[config.mk]
export PLATFORM = sky130hd
export DESIGN_NAME = mem_ctrl
export DESIGN_NICKNAME = d
export VERILOG_FILES = /design/src/rtl/mem_ctrl.sv
export SDC_FILE = /design/constraint.sdc
export NUM_CORES = 1
export LEC_CHECK = 0
export BUFFER_PORTS_ARGS = -buffer_cell sky130_fd_sc_hd__buf_4
export CAP_MARGIN = 15
export CORE_ASPECT_RATIO = 0.75
export CORE_MARGIN = 2
export CORE_UTILIZATION = 40
export CTS_CLUSTER_SIZE = 30
export DETAILED_ROUTE_END_ITERATION = 16
export PLACE_DENSITY = 0.74
export SYNTH_ARGS = -nofsm -noshare
export SYNTH_HDL_FRONTEND = slang
export SYNTH_SLANG_ARGS = --single-unit
[constraint.sdc]
create_clock -name clk -period 5.8 [get_ports clk]
set_input_delay 1.16 -clock clk [delete_from_list [all_inputs] [get_ports clk]]
set_output_delay 1.16 -clock clk [all_outputs]
set_load 0.02 [all_outputs]
[src/rtl/mem_ctrl.sv]
// Byte-serial memory controller: turns 32-bit instruction fetches and 1/2/4-byte
// loads/stores into a sequence of single-byte accesses on an 8-bit RAM port.
module mem_ctrl (
  input  logic        clk,
  input  logic        rst,
  input  logic        inst_req,
  input  logic [31:0] inst_addr,
  input  logic        flush,
  output logic        inst_done,
  output logic [31:0] inst_o,
  output logic [31:0] inst_pc,
  input  logic        data_req,
  input  logic        data_we,
  input  logic [31:0] data_addr,
  input  logic [1:0]  data_len,
  input  logic [31:0] data_wdata,
  output logic        data_done,
  output logic [31:0] data_rdata,
  input  logic [7:0]  mem_din,
  output logic [7:0]  mem_dout,
  output logic [31:0] mem_a,
  output logic        mem_wr,
  output logic [1:0]  dbg_state
);

  // Handshake: a requester holds *_req (and its operands) until it sees the
  // matching one-cycle *_done; requests are only sampled while the FSM is IDLE,
  // and a request still present in the done cycle is granted at that cycle's end.
  typedef enum logic [1:0] {IDLE = 2'd0, INST = 2'd1, DREAD = 2'd2, DWRITE = 2'd3} state_t;

  state_t      state, state_nx;
  logic [2:0]  cnt, cnt_inc, n, len_n;
  logic [31:0] base, wdata, rbuf, rd_word, wshift;
  logic [31:0] mem_a_nx;
  logic [7:0]  mem_dout_nx;
  logic        mem_wr_nx, inst_done_nx, data_done_nx;

  assign cnt_inc   = cnt + 3'd1;
  assign len_n     = (data_len == 2'b00) ? 3'd1 : (data_len == 2'b01) ? 3'd2 : 3'd4;
  assign rd_word   = rbuf | ({24'b0, mem_din} << {cnt - 3'd1, 3'b000});
  assign wshift    = wdata >> {cnt_inc, 3'b000};
  assign dbg_state = state;

  always_ff @(posedge clk or negedge rst) begin
    if (!rst) state <= IDLE;
    else      state <= state_nx;
  end

  always_comb begin
    state_nx = state;
    case (state)
      IDLE: begin
        if (data_req)                state_nx = data_we ? DWRITE : DREAD;
        else if (inst_req && !flush) state_nx = INST;
      end
      INST:    if (flush || cnt == n) state_nx = IDLE;
      DREAD:   if (cnt == n)          state_nx = IDLE;
      DWRITE:  if (cnt_inc == n)      state_nx = IDLE;
      default: state_nx = IDLE;
    endcase
  end

  // Next values for the registered RAM port and done pulses.
  always_comb begin
    mem_a_nx     = '0;
    mem_dout_nx  = '0;
    mem_wr_nx    = 1'b0;
    inst_done_nx = 1'b0;
    data_done_nx = 1'b0;
    case (state)
      IDLE: begin
        if (data_req) begin
          mem_a_nx = data_addr;
          if (data_we) begin
            mem_wr_nx   = 1'b1;
            mem_dout_nx = data_wdata[7:0];
          end
        end else if (inst_req && !flush) begin
          mem_a_nx = inst_addr;
        end
      end
      INST, DREAD: begin
        if (state_nx == state && cnt_inc < n) mem_a_nx = base + {29'b0, cnt_inc};
        if (cnt == n) begin
          if (state == INST) inst_done_nx = !flush;
          else               data_done_nx = 1'b1;
        end
      end
      DWRITE: begin
        if (cnt_inc < n) begin
          mem_wr_nx   = 1'b1;
          mem_a_nx    = base + {29'b0, cnt_inc};
          mem_dout_nx = wshift[7:0];
        end else begin
          data_done_nx = 1'b1;
        end
      end
      default: ;
    endcase
  end

  always_ff @(posedge clk or negedge rst) begin
    if (!rst) begin
      cnt        <= '0;
      n          <= '0;
      base       <= '0;
      wdata      <= '0;
      rbuf       <= '0;
      mem_a      <= '0;
      mem_dout   <= '0;
      mem_wr     <= 1'b0;
      inst_done  <= 1'b0;
      data_done  <= 1'b0;
      inst_o     <= '0;
      inst_pc    <= '0;
      data_rdata <= '0;
    end else begin
      mem_a     <= mem_a_nx;
      mem_dout  <= mem_dout_nx;
      mem_wr    <= mem_wr_nx;
      inst_done <= inst_done_nx;
      data_done <= data_done_nx;
      if (state == IDLE) begin
        cnt <= '0;
        if (data_req) begin
          base  <= data_addr;
          wdata <= data_wdata;
          n     <= len_n;
          rbuf  <= '0;
        end else if (inst_req && !flush) begin
          base <= inst_addr;
          n    <= 3'd4;
          rbuf <= '0;
        end
      end else begin
        cnt <= cnt_inc;
      end
      // Byte cnt-1 arrives on mem_din one cycle after its address was driven.
      if ((state == INST || state == DREAD) && cnt != 3'd0) rbuf <= rd_word;
      if (inst_done_nx) begin
        inst_o  <= rd_word;
        inst_pc <= base;
      end
      if (data_done_nx && state == DREAD) data_rdata <= rd_word;
    end
  end

endmodule

# Word-level counts from Yosys, hierarchy flattened
# Index checks and enable logic that the tools add are counted.
dict set report classes {
  order_cmp 1
  addsub 3
  bitwise_logic 1
  shifts 2
  muxes 38
  reduce_logical 17
  eq_ne 7
}
# op n
set op_table {}
lappend op_table {{$mux W32} 10}
lappend op_table {{$pmux W32 S3} 1}
lappend op_table {{$add A32 B3 Y32} 1}
lappend op_table {{$or A32 B32 Y32} 1}
lappend op_table {{$shl A8 B6 Y32} 1}
lappend op_table {{$shr A32 B6 Y8} 1}
lappend op_table {{$mux W8} 3}
lappend op_table {{$pmux W8 S2} 1}
lappend op_table {{$mux W3} 5}
lappend op_table {{$mux W1} 10}
lappend op_table {{$mux W2} 5}
lappend op_table {{$pmux W2 S4} 1}
lappend op_table {{$eq A3 B3 Y1} 2}
lappend op_table {{$reduce_and A2 Y1} 3}
lappend op_table {{$reduce_bool A3 Y1} 2}
lappend op_table {{$eq A2 B1 Y1 const B} 2}
lappend op_table {{$eq A2 B2 Y1 const B} 2}
lappend op_table {{$logic_and A1 B1 Y1} 4}
lappend op_table {{$logic_not A2 Y1} 2}
lappend op_table {{$pmux W1 S2} 2}
lappend op_table {{$reduce_bool A2 Y1} 2}
lappend op_table {{$add A3 B1 Y3 const B} 1}
lappend op_table {{$lt A3 B3 Y1} 1}
lappend op_table {{$sub A3 B1 Y3 const B} 1}
lappend op_table {{4 further kinds} 5}
dict set report word_totals {
  output_inout_bits 141
  word_cells 83
  regBits 243
  input_bits 112
}

# Depth between registers and ports, before layout
dict set report depth {
  depth_word 9
  mapped_depth 12
  mapped_depth_nobuf 10
}

# Worst setup path after synthesis
# Ideal clock, no wire load.
dict set report synth_path {
  path_type {register to register}
  start {reg cnt[0]}
  end {reg mem_a[22]}
  stages_incl_launch_ff 13
  setup_slack_ps 2876
  synth_period_minus_slack_ps 2924
  path_buffers 2
  t_arrival_ps 2792
  path_cell_list {dfrtp_1 > buf_2 > buf_2 > inv_1 > ha_1 > inv_1 > fa_1 > nand2b_1 > a21oi_1 > nand2_1 > nor3_1 > xnor2_1 > o21ai_0}
}
dict set report synth_via {
  elab_chain_len 8
  elab_cells_between_ends 15
}
# element line
set synth_rtl {}
lappend synth_rtl {{start: declaration} 32} ;# logic [2:0] cnt, cnt_inc, n, len_n;
lappend synth_rtl {{start signal: assignment} 136} ;# cnt <= cnt_inc;
lappend synth_rtl {{branches (longest 7 deep; another with $add A32 B3 Y32)} n/a}
lappend synth_rtl {{$pmux W32 S3 *} 70} ;# case (state)
lappend synth_rtl {{named net mem_a_nx[22]} 34} ;# logic [31:0] mem_a_nx;
lappend synth_rtl {{end signal: assignment} 118} ;# mem_a <= mem_a_nx;
lappend synth_rtl {{end: declaration} 21} ;# output logic [31:0] mem_a,
# Mark *: on every way through the listed nets, which the timed path passes.
# A chain may end at the register's enable or synchronous reset.

# Final worst setup path
dict set report layout_path {
  start {reg cnt[1]}
  end {reg mem_a[29]}
}
dict set report layout_via {
  elab_chain_len 8
  elab_cells_between_ends 15
}
# element line
set layout_rtl {}
lappend layout_rtl {{$add A3 B1 Y3 or $eq A3 B3 Y1 (tied branches)} {38, 56, 57}}
lappend layout_rtl {{$eq A3 B3 Y1 or $logic_or A1 B1 Y1 (tied branches)} {58, 56}}
lappend layout_rtl {{$mux W2, on equally long branches} {58, 56}}
lappend layout_rtl {{$pmux W2 S4 *} 51} ;# case (state)
lappend layout_rtl {{named net state_nx[0]} 31} ;# state_t state, state_nx;
lappend layout_rtl {{$eq A2 B2 Y1 *} 83} ;# if (state_nx == state && cnt_inc < n) mem_a_nx = base + {29'b0, cnt_inc};
lappend layout_rtl {{$logic_and A1 B1 Y1 *} 83}
lappend layout_rtl {{$mux W32 *} 83}
lappend layout_rtl {{$pmux W32 S3 *} 70}
lappend layout_rtl {{named net mem_a_nx[29]} 34}
# Mark *: on every way through the listed nets, which the timed path passes. The rest lies on a longest branch.

==> impl_metrics.py <==
metrics = {
    "outcome": {
        "run_status": "finished clean",
    },
    "setup_path": {
        "worst_path_largest_cell_delay_ns": 0.81,
        "arrival_ns": 4.08,
        "worstSetupEndpointType": "flop",
        "worst-path-max-fanout": 23,
        "crit_path_top_delay_cell": "sky130_fd_sc_hd__a31oi_4",
        "start_kind": "flop",
        "cp_common_cell": "sky130_fd_sc_hd__ha_1",
        "worst_path_cell_trace": "inv_1 -> ha_1 -> ha_1 -> nand3_1 -> a21oi_1 -> a221oi_4 -> xnor2_2 -> a31oi_4 -> buf_4 -> o21ai_2",
        "timing.setup.critical_path_class": "flop to flop",
        "critPathRequiredTime_ns": 6.19,
        "sum_of_buffers_and_inverters_on_the_critical_path": 2,
        "critical-path-top-delay-family": "compound AO/OA/AOI/OAI gates",
    },
    "routing": {
        "route.detailed.vias_per_inst": 5.15,
        "via_count": 8228,
        "wire_length_per_cell_after_detailed_routing_um": 18.2,
        "drt_pass1_iterations": 5,
        "initial_drc_count": 529,
        "drtAntennaViolNets": 0,
        "detail_route.drc_violations": 0,
        "routed_wire_length_um": 29100,
    },
    "floorplanning": {
        "die_height_um": 144,
        "die_w_um": 190,
        "std_cell_rows": 51,
        "core_box_area_um2": 25800,
        "die_area_um2": 27400,
        "initial_cell_density_of_the_core": 0.405,
        "floorplan.io_pins": 253,
    },
    "placement": {
        "placement.io_buffers": 252,
        "detailedPlacementHpwl_um": 20700,
        "gpl.final_weighted_congestion": 0.867,
        "dp_cells": 1555,
        "preCtsSetupSlack_ns": 1.90,
        "dpl-instance-area_um2": 12600,
    },
    "yosys": {
        "postSynthNetCount": 1135,
        "post_synth_num_cell_types": 47,
        "synth.top_cells.by_area": "sky130_fd_sc_hd__dfrtp_1, sky130_fd_sc_hd__nand2_1, sky130_fd_sc_hd__a21oi_1, sky130_fd_sc_hd__o21ai_0, sky130_fd_sc_hd__mux2_2",
        "synth_area_um2": 10400,
        "netlist_instances": 1009,
        "yosys.area.top_type": "sky130_fd_sc_hd__dfrtp_1",
        "ys_async_sr_fraction": 1.00,
        "synthDominantCellAreaShare": 0.583,
        "synth_enable_flop_cells": 0,
        "synthesis.yosys.warnings": 0,
        "ys_dominant_reg_cell": "sky130_fd_sc_hd__dfrtp_1",
        "syn_area_per_cell_um2": 10.3,
        "synth.ff_latch_count": 243,
        "register_area_share_after_synthesis": 0.583,
    },
    "sta": {
        "grt_setup_unrepaired": "no",
        "fin_ws_ns": 2.10,
        "timing.final.setup_violations": 0,
        "worst_clock_skew_ns": 0.0245,
        "hold_slack_ns": 0.468,
        "hold_violations": 0,
        "timing.final.max_slew_violations": 0,
        "slew_headroom": 0.277,
        "final.min_clock_period_ns": 3.70,
        "finalSetupTns_ns": 0,
        "maxClockFrequency_mhz": 271,
        "max_slew.worst_pin.slew_ns": 1.08,
        "layout_worst_path_cycle_share": 0.637,
    },
    "finish": {
        "area_growth_from_synthesis_to_layout_pct": 29.4,
        "fill_cells": 2345,
        "layout_commonest_cell": "sky130_fd_sc_hd__buf_4",
        "drive_gt1_frac": 0.306,
        "final_core_util": 0.523,
        "antenna_cells": 0,
        "nets": 1364,
        "layout.cell_area.non_filler_um2": 13500,
        "finish.cell_count_without_fillers": 1598,
        "layout.cells.most_common_list": "sky130_fd_sc_hd__buf_4, sky130_fd_sc_hd__dfrtp_1, sky130_fd_sc_hd__nand2_1, sky130_fd_sc_hd__a21oi_1, sky130_fd_sc_hd__o21ai_0",
    },
    "power": {
        "power.switching_mw": 3.01,
        "max-vdd-ir-drop_v": 0.000287,
        "p_leak_nw": 6.64,
        "power.share.combinational": 0.402,
        "powerDensity_nw_per_um2": 565,
        "seq_power_share": 0.375,
        "switching_share": 0.395,
        "power.total_mw": 7.63,
        "clock_power_share": 0.223,
        "internal_power_mw": 4.62,
    },
    "clock_tree": {
        "ctsHoldBuffers": 0,
        "cts_resizes": 0,
        "clkSinkCount": 243,
        "cts_inserted_buffers": 25,
        "cts_root_buffer": "sky130_fd_sc_hd__clkbuf_16",
        "clk_transition_reported_paths_ns": 0.06,
        "post_cts_setup_buffer_count": 0,
        "htree_levels": 1,
        "clk_path_buf_depth": 3,
        "clk-insertion-delay-late_ns": 0.53,
        "tritoncts": "yes",
    },
    "grt": {
        "grt-ovfl-total": 0,
        "first_global_vias": 8122,
        "grt_start_max_net_pins": 126,
        "wire_length_of_the_first_global_routing_pass_um": 45600,
        "track_usage": 0.211,
        "grt_antenna_before_repair": 1,
    },
    "job": {
        "maxCapViolCount": 0,
    },
    "min_path": {
        "hp-class": "flop to flop",
    },
}
[Yosys cell counts, drive strengths merged (5+ instances only)]
cell      n
xor2     21
o21ai   102
nor2     63
nand2   241
mux2     28
dfrtp   243
buf      21
a22oi    37
xnor2    15
nand3    14
a21oi    81
ha       13
clkbuf   40
o22ai    20
mux4      8
inv      16
nand4     5
nor3      8
[power groups by stage]
stage                     sequential, mW  clock, mW  combinational, mW
after detailed placement            2.88          0               3.09
final                               2.86       1.70               3.07
after global routing                2.94       1.81               3.37
after floorplan                     3.15          0               1.58
after global placement              2.86          0               3.01
after CTS                           2.86       1.73               3.10
[worst reg2reg max path, cell delays in order, from the launching register on]
cell,delay [ns]
sky130_fd_sc_hd__dfrtp_1,0.40
sky130_fd_sc_hd__inv_1,0.08
sky130_fd_sc_hd__ha_1,0.73
sky130_fd_sc_hd__ha_1,0.37
sky130_fd_sc_hd__nand3_1,0.08
sky130_fd_sc_hd__a21oi_1,0.14
sky130_fd_sc_hd__a221oi_4,0.35
sky130_fd_sc_hd__xnor2_2,0.12
sky130_fd_sc_hd__a31oi_4,0.81
sky130_fd_sc_hd__buf_4,0.39
sky130_fd_sc_hd__o21ai_2,0.09
[flip-flops by register name, summed over array words and instances, names as in the netlist]
name and count:
mem_dout 8, inst_done 1, rbuf 32, inst_pc 32, dbg_state 2, mem_a 32
wdata 32, base 32, mem_wr 1, cnt 3, data_done 1, inst_o 32
n 3, data_rdata 32
[layer usage]
metal  wire, µm  GRT usage  vias to the layer above  share of wire
li1           -          -                     3892              -
met1      13800      0.315                     4025           0.47
met2      12900      0.319                      271           0.44
met3       1890     0.0440                       38          0.065
met4        523     0.0412                        2          0.018
met5         13          0                        -        0.00045
[cells by family (layout without fill, tap and decap cells)]
kind of cell	Yosys count	after routing	synth area share
and+or+nand+nor	351	351	0.137
AOI/OAI and AO/OA	251	251	0.151
DFF	243	243	0.583
buffers and inverters	77	322	0.0317
muxes	37	37	0.0485
xor gates and xnor gates	36	36	0.0317
adders and majority gates	14	14	0.0175
[area by class of cell]
| cell class | instances | area, µm² | area share |
|---|---|---|---|
| repair buffers | 263 | 1990 | 0.148 |
| well taps | 344 | 430 | 0.0319 |
| clock buffers | 36 | 757 | 0.0561 |
| flip-flops and latches | 243 | 6080 | 0.451 |
| multi-input cells | 689 | 4050 | 0.300 |
| clock inverters | 7 | 116 | 0.00862 |
| inverters | 16 | 60.1 | 0.00445 |
[path summary, 6_finish.rpt]
kind	cells after the start	to	slack, ns	startpoint
worst max-delay path	10	mem_a[29]	2.10	cnt[1]
worst min-delay path	2	wdata[25]	0.47	wdata[25]
worst max register to register	10	mem_a[29]	2.10	cnt[1]
worst min register to register	2	wdata[25]	0.47	wdata[25]
max in group asynchronous	2	wdata[18]	3.88	rst
min in group asynchronous	1	base[27]	0.74	rst
Note: power is estimated with default switching activity, not from simulation.
